===== config.mk =====
export PLATFORM = sky130hd
export DESIGN_NAME = idp_sequencer
export DESIGN_NICKNAME = d
export VERILOG_FILES = /design/src/rtl/idp_sequencer_pkg.sv /design/src/rtl/idp_sequencer_decode.sv /design/src/rtl/idp_sequencer.sv
export SDC_FILE = /design/constraint.sdc
export NUM_CORES = 1
export LEC_CHECK = 0
export CORE_MARGIN = 2
export CORE_UTILIZATION = 29
export DETAILED_ROUTE_END_ITERATION = 8
export GPL_TIMING_DRIVEN = 0
export PLACE_DENSITY = 0.56
export SKIP_CTS_REPAIR_TIMING = 1
export SKIP_LAST_GASP = 1
export SLEW_MARGIN = 20
export SYNTH_ARGS = -nofsm -noshare
export SYNTH_HDL_FRONTEND = slang
export SYNTH_SLANG_ARGS = --single-unit

===== constraint.sdc =====
create_clock -name clk -period 1.79 [get_ports clk]
set_input_delay 0.2685 -clock clk [delete_from_list [all_inputs] [get_ports clk]]
set_output_delay 0.2685 -clock clk [all_outputs]
set_load 0.02 [all_outputs]

===== src/rtl/idp_sequencer_pkg.sv =====
// Shared definitions for the integer-datapath sequencer:
// state encoding, instruction field positions and the decoded control bundle.
package idp_sequencer_pkg;

  localparam int unsigned INSTR_W = 16;
  localparam int unsigned FOP_W   = 4;   // opcode field width in the instruction
  localparam int unsigned FADR_W  = 3;   // register field width in the instruction
  localparam int unsigned IMM_W   = 5;

  localparam int unsigned CLASS_B = 15;
  localparam int unsigned OP_HI   = 14;
  localparam int unsigned OP_LO   = 11;
  localparam int unsigned W_HI    = 10;
  localparam int unsigned W_LO    = 8;
  localparam int unsigned R_HI    = 7;
  localparam int unsigned R_LO    = 5;
  localparam int unsigned S_HI    = 4;
  localparam int unsigned S_LO    = 2;
  localparam int unsigned IMM_HI  = 4;
  localparam int unsigned IMM_LO  = 0;
  localparam int unsigned NW_B    = 0;

  typedef enum logic [1:0] {
    IDLE    = 2'd0,
    DECODE  = 2'd1,
    EXECUTE = 2'd2
  } state_t;

  typedef struct packed {
    logic [FOP_W-1:0]  alu_op;
    logic [FADR_W-1:0] w_adr;
    logic [FADR_W-1:0] r_adr;
    logic [FADR_W-1:0] s_adr;
    logic              s_sel;
    logic              wr_req;
  } ctl_t;

endpackage


===== src/rtl/idp_sequencer_decode.sv =====
// Combinational instruction decoder.
// Ports: ir (instruction word) -> ctl (opcode, addresses, S select, write request),
//        ds (sign-extended immediate, zero for register-class words).
module idp_sequencer_decode
  import idp_sequencer_pkg::*;
#(
  parameter int unsigned DATA_W = 16
) (
  input  logic [INSTR_W-1:0] ir,
  output ctl_t               ctl,
  output logic [DATA_W-1:0]  ds
);

  // bit 1 of a register-class word carries no meaning
  logic unused_ir_b1;
  assign unused_ir_b1 = ir[1];

  always_comb begin
    ctl        = '0;
    ds         = '0;
    ctl.alu_op = ir[OP_HI:OP_LO];
    ctl.w_adr  = ir[W_HI:W_LO];
    ctl.r_adr  = ir[R_HI:R_LO];
    if (ir[CLASS_B]) begin
      ctl.s_sel  = 1'b1;
      ctl.wr_req = 1'b1;
      ds         = {{(DATA_W-IMM_W){ir[IMM_HI]}}, ir[IMM_HI:IMM_LO]};
    end else begin
      ctl.s_adr  = ir[S_HI:S_LO];
      ctl.wr_req = ~ir[NW_B];
    end
  end

endmodule


===== src/rtl/idp_sequencer.sv =====
// Three-state control unit for the register-file / S-mux / ALU datapath.
// Ports: clk, reset (sync, active high); instr_valid/instr/instr_ready handshake;
//        datapath controls W_En, W_Adr, R_Adr, S_Adr, S_Sel, DS, ALU_OP;
//        ALU flags C/N/Z in; flags, busy, done, instr_count status out.
module idp_sequencer
  import idp_sequencer_pkg::*;
#(
  parameter int unsigned DATA_W = 16,
  parameter int unsigned ADR_W  = 3,
  parameter int unsigned OP_W   = 4,
  parameter int unsigned CNT_W  = 16
) (
  input  logic              clk,
  input  logic              reset,
  input  logic              instr_valid,
  input  logic [15:0]       instr,
  output logic              instr_ready,
  output logic              W_En,
  output logic [ADR_W-1:0]  W_Adr,
  output logic [ADR_W-1:0]  R_Adr,
  output logic [ADR_W-1:0]  S_Adr,
  output logic              S_Sel,
  output logic [DATA_W-1:0] DS,
  output logic [OP_W-1:0]   ALU_OP,
  input  logic              C,
  input  logic              N,
  input  logic              Z,
  output logic [2:0]        flags,
  output logic              busy,
  output logic              done,
  output logic [CNT_W-1:0]  instr_count
);

  state_t              state, state_d;
  logic [INSTR_W-1:0]  ir, ir_d;
  ctl_t                ctl;
  logic [DATA_W-1:0]   ds_dec;

  logic                active_d, w_en_d, w_en_q, s_sel_d, done_d;
  logic [ADR_W-1:0]    w_adr_d, r_adr_d, s_adr_d;
  logic [DATA_W-1:0]   ds_d;
  logic [OP_W-1:0]     alu_op_d;

  // decode the IR value that will hold after this edge so the controls can be registered
  idp_sequencer_decode #(.DATA_W(DATA_W)) u_decode (
    .ir  (ir_d),
    .ctl (ctl),
    .ds  (ds_dec)
  );

  // next state and IR capture
  always_comb begin
    state_d = state;
    ir_d    = ir;
    case (state)
      IDLE: begin
        if (instr_valid) begin
          state_d = DECODE;
          ir_d    = instr;
        end
      end
      DECODE:  state_d = EXECUTE;
      EXECUTE: state_d = IDLE;
      default: state_d = IDLE;
    endcase
  end

  // next values of the registered control outputs
  always_comb begin
    active_d = (state_d != IDLE);
    w_en_d   = (state_d == EXECUTE) && ctl.wr_req;
    w_adr_d  = '0;
    r_adr_d  = '0;
    s_adr_d  = '0;
    s_sel_d  = 1'b0;
    ds_d     = '0;
    alu_op_d = '0;
    done_d   = (state == EXECUTE);
    if (active_d) begin
      w_adr_d  = ADR_W'(ctl.w_adr);
      r_adr_d  = ADR_W'(ctl.r_adr);
      s_adr_d  = ADR_W'(ctl.s_adr);
      s_sel_d  = ctl.s_sel;
      ds_d     = ds_dec;
      alu_op_d = OP_W'(ctl.alu_op);
    end
  end

  always_ff @(posedge clk) begin
    if (reset) begin
      state       <= IDLE;
      ir          <= '0;
      instr_ready <= 1'b1;
      w_en_q      <= 1'b0;
      W_Adr       <= '0;
      R_Adr       <= '0;
      S_Adr       <= '0;
      S_Sel       <= 1'b0;
      DS          <= '0;
      ALU_OP      <= '0;
      flags       <= '0;
      busy        <= 1'b0;
      done        <= 1'b0;
      instr_count <= '0;
    end else begin
      state       <= state_d;
      ir          <= ir_d;
      instr_ready <= ~active_d;
      w_en_q      <= w_en_d;
      W_Adr       <= w_adr_d;
      R_Adr       <= r_adr_d;
      S_Adr       <= s_adr_d;
      S_Sel       <= s_sel_d;
      DS          <= ds_d;
      ALU_OP      <= alu_op_d;
      busy        <= active_d;
      done        <= done_d;
      if (state == EXECUTE) begin
        flags       <= {C, N, Z};
        instr_count <= instr_count + CNT_W'(1);
      end
    end
  end

  // a reset landing on the write edge must keep the register file untouched
  assign W_En = w_en_q & ~reset;

endmodule


==> run_results.csv <==
group,metric,value,unit
outcome,status,"finished, final reports clean",
placement,gp_congestion,0.7683,
global_routing,first_global_vias,1815,
final_layout,area_delta_synth_final,48.85,%
routing,detail_route.vias_per_cell,4.356,
global_routing,grt_max_degree,13,
floorplanning,die_y,91.76,um
final_layout,fin_nets,363,
global_routing,grt_pass1_wl,8.873,mm
critical_path,timing.critical_path.arrival,1.45,ns
global_routing,grtUsageTotal,0.1348,
critical_path,path_cells,"buf_4 > clkdlybuf4s50_1",
synth,synth_top_flop_cell,"dfxtp_1",
pwr,p_seq_frac,0.463,
synth,synthTopCellsByArea,"dfxtp_1 (54%), nor2_1 (6.9%), nand2_1 (6.6%)",
timing,fin_ws,0.06962,ns
pwr,internal_power,2.347,mW
placement,dp_cells,428,
critical_path,crit_path_end_kind,"output port",
final_layout,final_cells,444,
critical_path,reg2regPathDepth,4,
floorplanning,ios,75,
floorplanning,fp.coreArea,7370,um2
pwr,peakVddDrop,0.3280,mV
placement,port_buffers,74,
synth,synthCells,255,
timing,min_period,1.720,ns
clock_tree,clock-sinks,60,
clock_tree,clk_latency,0.33,ns
final_layout,final_cell_mix,"clkdlybuf4s50_1 (72), dfxtp_1 (59), nor2_1 (41)",
final_layout,drive_above_1_share,0.1014,
clock_tree,cts-root-buf,"clkbuf_8",
clock_tree,clk_path_buf_depth,2,
synth,yosysTopAreaCell,"dfxtp_1",
critical_path,max_stage_delay,0.60,ns
routing,drc,0,
floorplanning,initial_core_util,0.3031,
critical_path,cp_max_fo,12,
timing,setup_viol_count_final,0,
floorplanning,die_area,8419,um2
routing,drt-initial-drc-count,77,
pwr,p_clk_frac,0.436,
global_routing,antenna_found_initial,0,
clock_tree,cts_buffers,9,
clock_tree,htreeDepth,3,
synth,synth_area,2233,um2
critical_path,criticalPathCategory,"reg2out",
timing,hold_viol,0,
global_routing,overflow,0,
critical_path,slowest_stage,"clkdlybuf4s50_1",
pwr,swShare,0.2282,
routing,finalWirelength,5.383,mm
synth,synth-seq-area-share,0.5378,
min_path,min_path_type,"reg2reg",
pwr,power_switching,0.6937,mW
pwr,powerDensity,914.5,nW/um2
placement,hpwl,3.902,mm
flow_run,timing.max_cap.violations,0,
synth,async_reset_ff_frac,0,
timing,worstMarginPinSlew,0.5069,ns
timing,period_share,0.9611,
floorplanning,row_count,31,
timing,setup-tns-final,0,ns
timing,fmax,581.3,MHz
clock_tree,cts_tree,"done",
clock_tree,clk_pin_slew,0.07,ns
routing,post_drt_wl_per_cell,12.12,um
synth,synth-edff-count,0,
timing,rsz0062_at_grt,"no",
pwr,power.share.combinational,0.101,
placement,post-place-ws,-0.3333,ns
timing,slew_headroom,0.6621,
min_path,hold_depth,2,
critical_path,crit_required,1.52,ns
floorplanning,fp.dieW,91.76,um
synth,yosysWarnings,0,
synth,synth-seq-cells,60,
final_layout,final_common_cell,"clkdlybuf4s50_1",
pwr,total_power,3.040,mW
timing,slew_viol_final,0,
timing,skew,0.009288,ns
routing,ant_nets,0,
synth,synthesis.nets,278,
final_layout,diodes,0,
routing,first_pass_iters,4,
critical_path,start_kind,"flip-flop",
synth,yosysUniqueCellTypes,30,
pwr,leakage,1.345,nW
routing,vias,1934,
synth,postSynthAreaPerCell,8.758,um2
synth,synth_top_area_frac,0.5378,
cell families after synthesis:
| kind of cell | Yosys count | share of synthesized area |
|---|---|---|
| multiplexers | 5 | 0.02241 |
| adder cells (fa/ha/maj) | 1 | 0.005601 |
| XOR/XNOR | 12 | 0.04706 |
| AND/OR/NAND/NOR | 116 | 0.2409 |
| flip-flops | 60 | 0.5378 |
| buffers and inverters | 28 | 0.06946 |
| AO/OA/AOI/OAI | 33 | 0.07675 |
layout make-up:
type                    count  area, um2
plain buffers              24      141.4
clock buffers              11      141.4
clock inverters             5      75.07
fillers                   738       4045
inverters                   4      15.01
multi-input cells         167      877.1
flip-flops and latches     60       1205
well taps                  99      123.9
repair buffers             74      745.7
state kept, by name, summed over array words and instances (netlist names):
| name | cells |
|---|---|
| w_en_q | 1 |
| state | 2 |
| S_Adr | 3 |
| DS | 5 |
| flags | 3 |
| ALU_OP | 4 |
| instr_ready | 1 |
| busy | 1 |
| ir | 16 |
| R_Adr | 3 |
| done | 1 |
| instr_count | 16 |
| S_Sel | 1 |
| W_Adr | 3 |
worst paths after layout:
check                               from              end  slack (ns)
worst max-delay path               DS[4]           DS[13]        0.07
worst min-delay path            flags[2]         flags[2]        0.46
worst max register to register  state[0]  instr_count[13]        0.15
worst min register to register  flags[2]         flags[2]        0.46
cell usage after synthesis (all sizes together) (4+ instances only):
| master | count |
|---|---|
| a21oi | 28 |
| and3 | 11 |
| buf | 14 |
| clkbuf | 10 |
| dfxtp | 60 |
| inv | 4 |
| mux2i | 5 |
| nand2 | 40 |
| nand4 | 6 |
| nor2 | 42 |
| xor2 | 11 |
per-stage QoR:
stage,cell area [um2],hold slack [ns],util
final,3324,0.4553,0.4511
after global routing,3324,0.4755,0.4511
after CTS,3314,0.4585,0.4497
after detailed placement,3098,0.4486,0.4204
after global placement,3098,0.4418,0.4204
after floorplan,2233,0.4045,-
critical path: cells and delay by family (launching register included):
| kind | cells | cell delay (ns) |
|---|---|---|
| buffers and inverters | 2 | 0.72 |
| flip-flops | 1 | 0.41 |
routing by layer:
layer | track usage | vias to the layer above | wire length [um]
li1 | - | 998 | -
met1 | 0.1713 | 887 | 2459
met2 | 0.2102 | 41 | 2534
met3 | 0.04191 | 8 | 286
met4 | 0.05970 | 0 | 102
met5 | 0 | - | 0
power by group through the flow:
stage	logic (mW)	clock network, mW	registers [mW]
floorplan	0.134	0	1.46
global placement	0.308	0	1.44
detailed placement	0.311	0	1.44
CTS	0.312	1.37	1.41
global route	0.338	1.44	1.41
finish	0.308	1.32	1.41
Note: power is estimated with default switching activity, not from simulation.
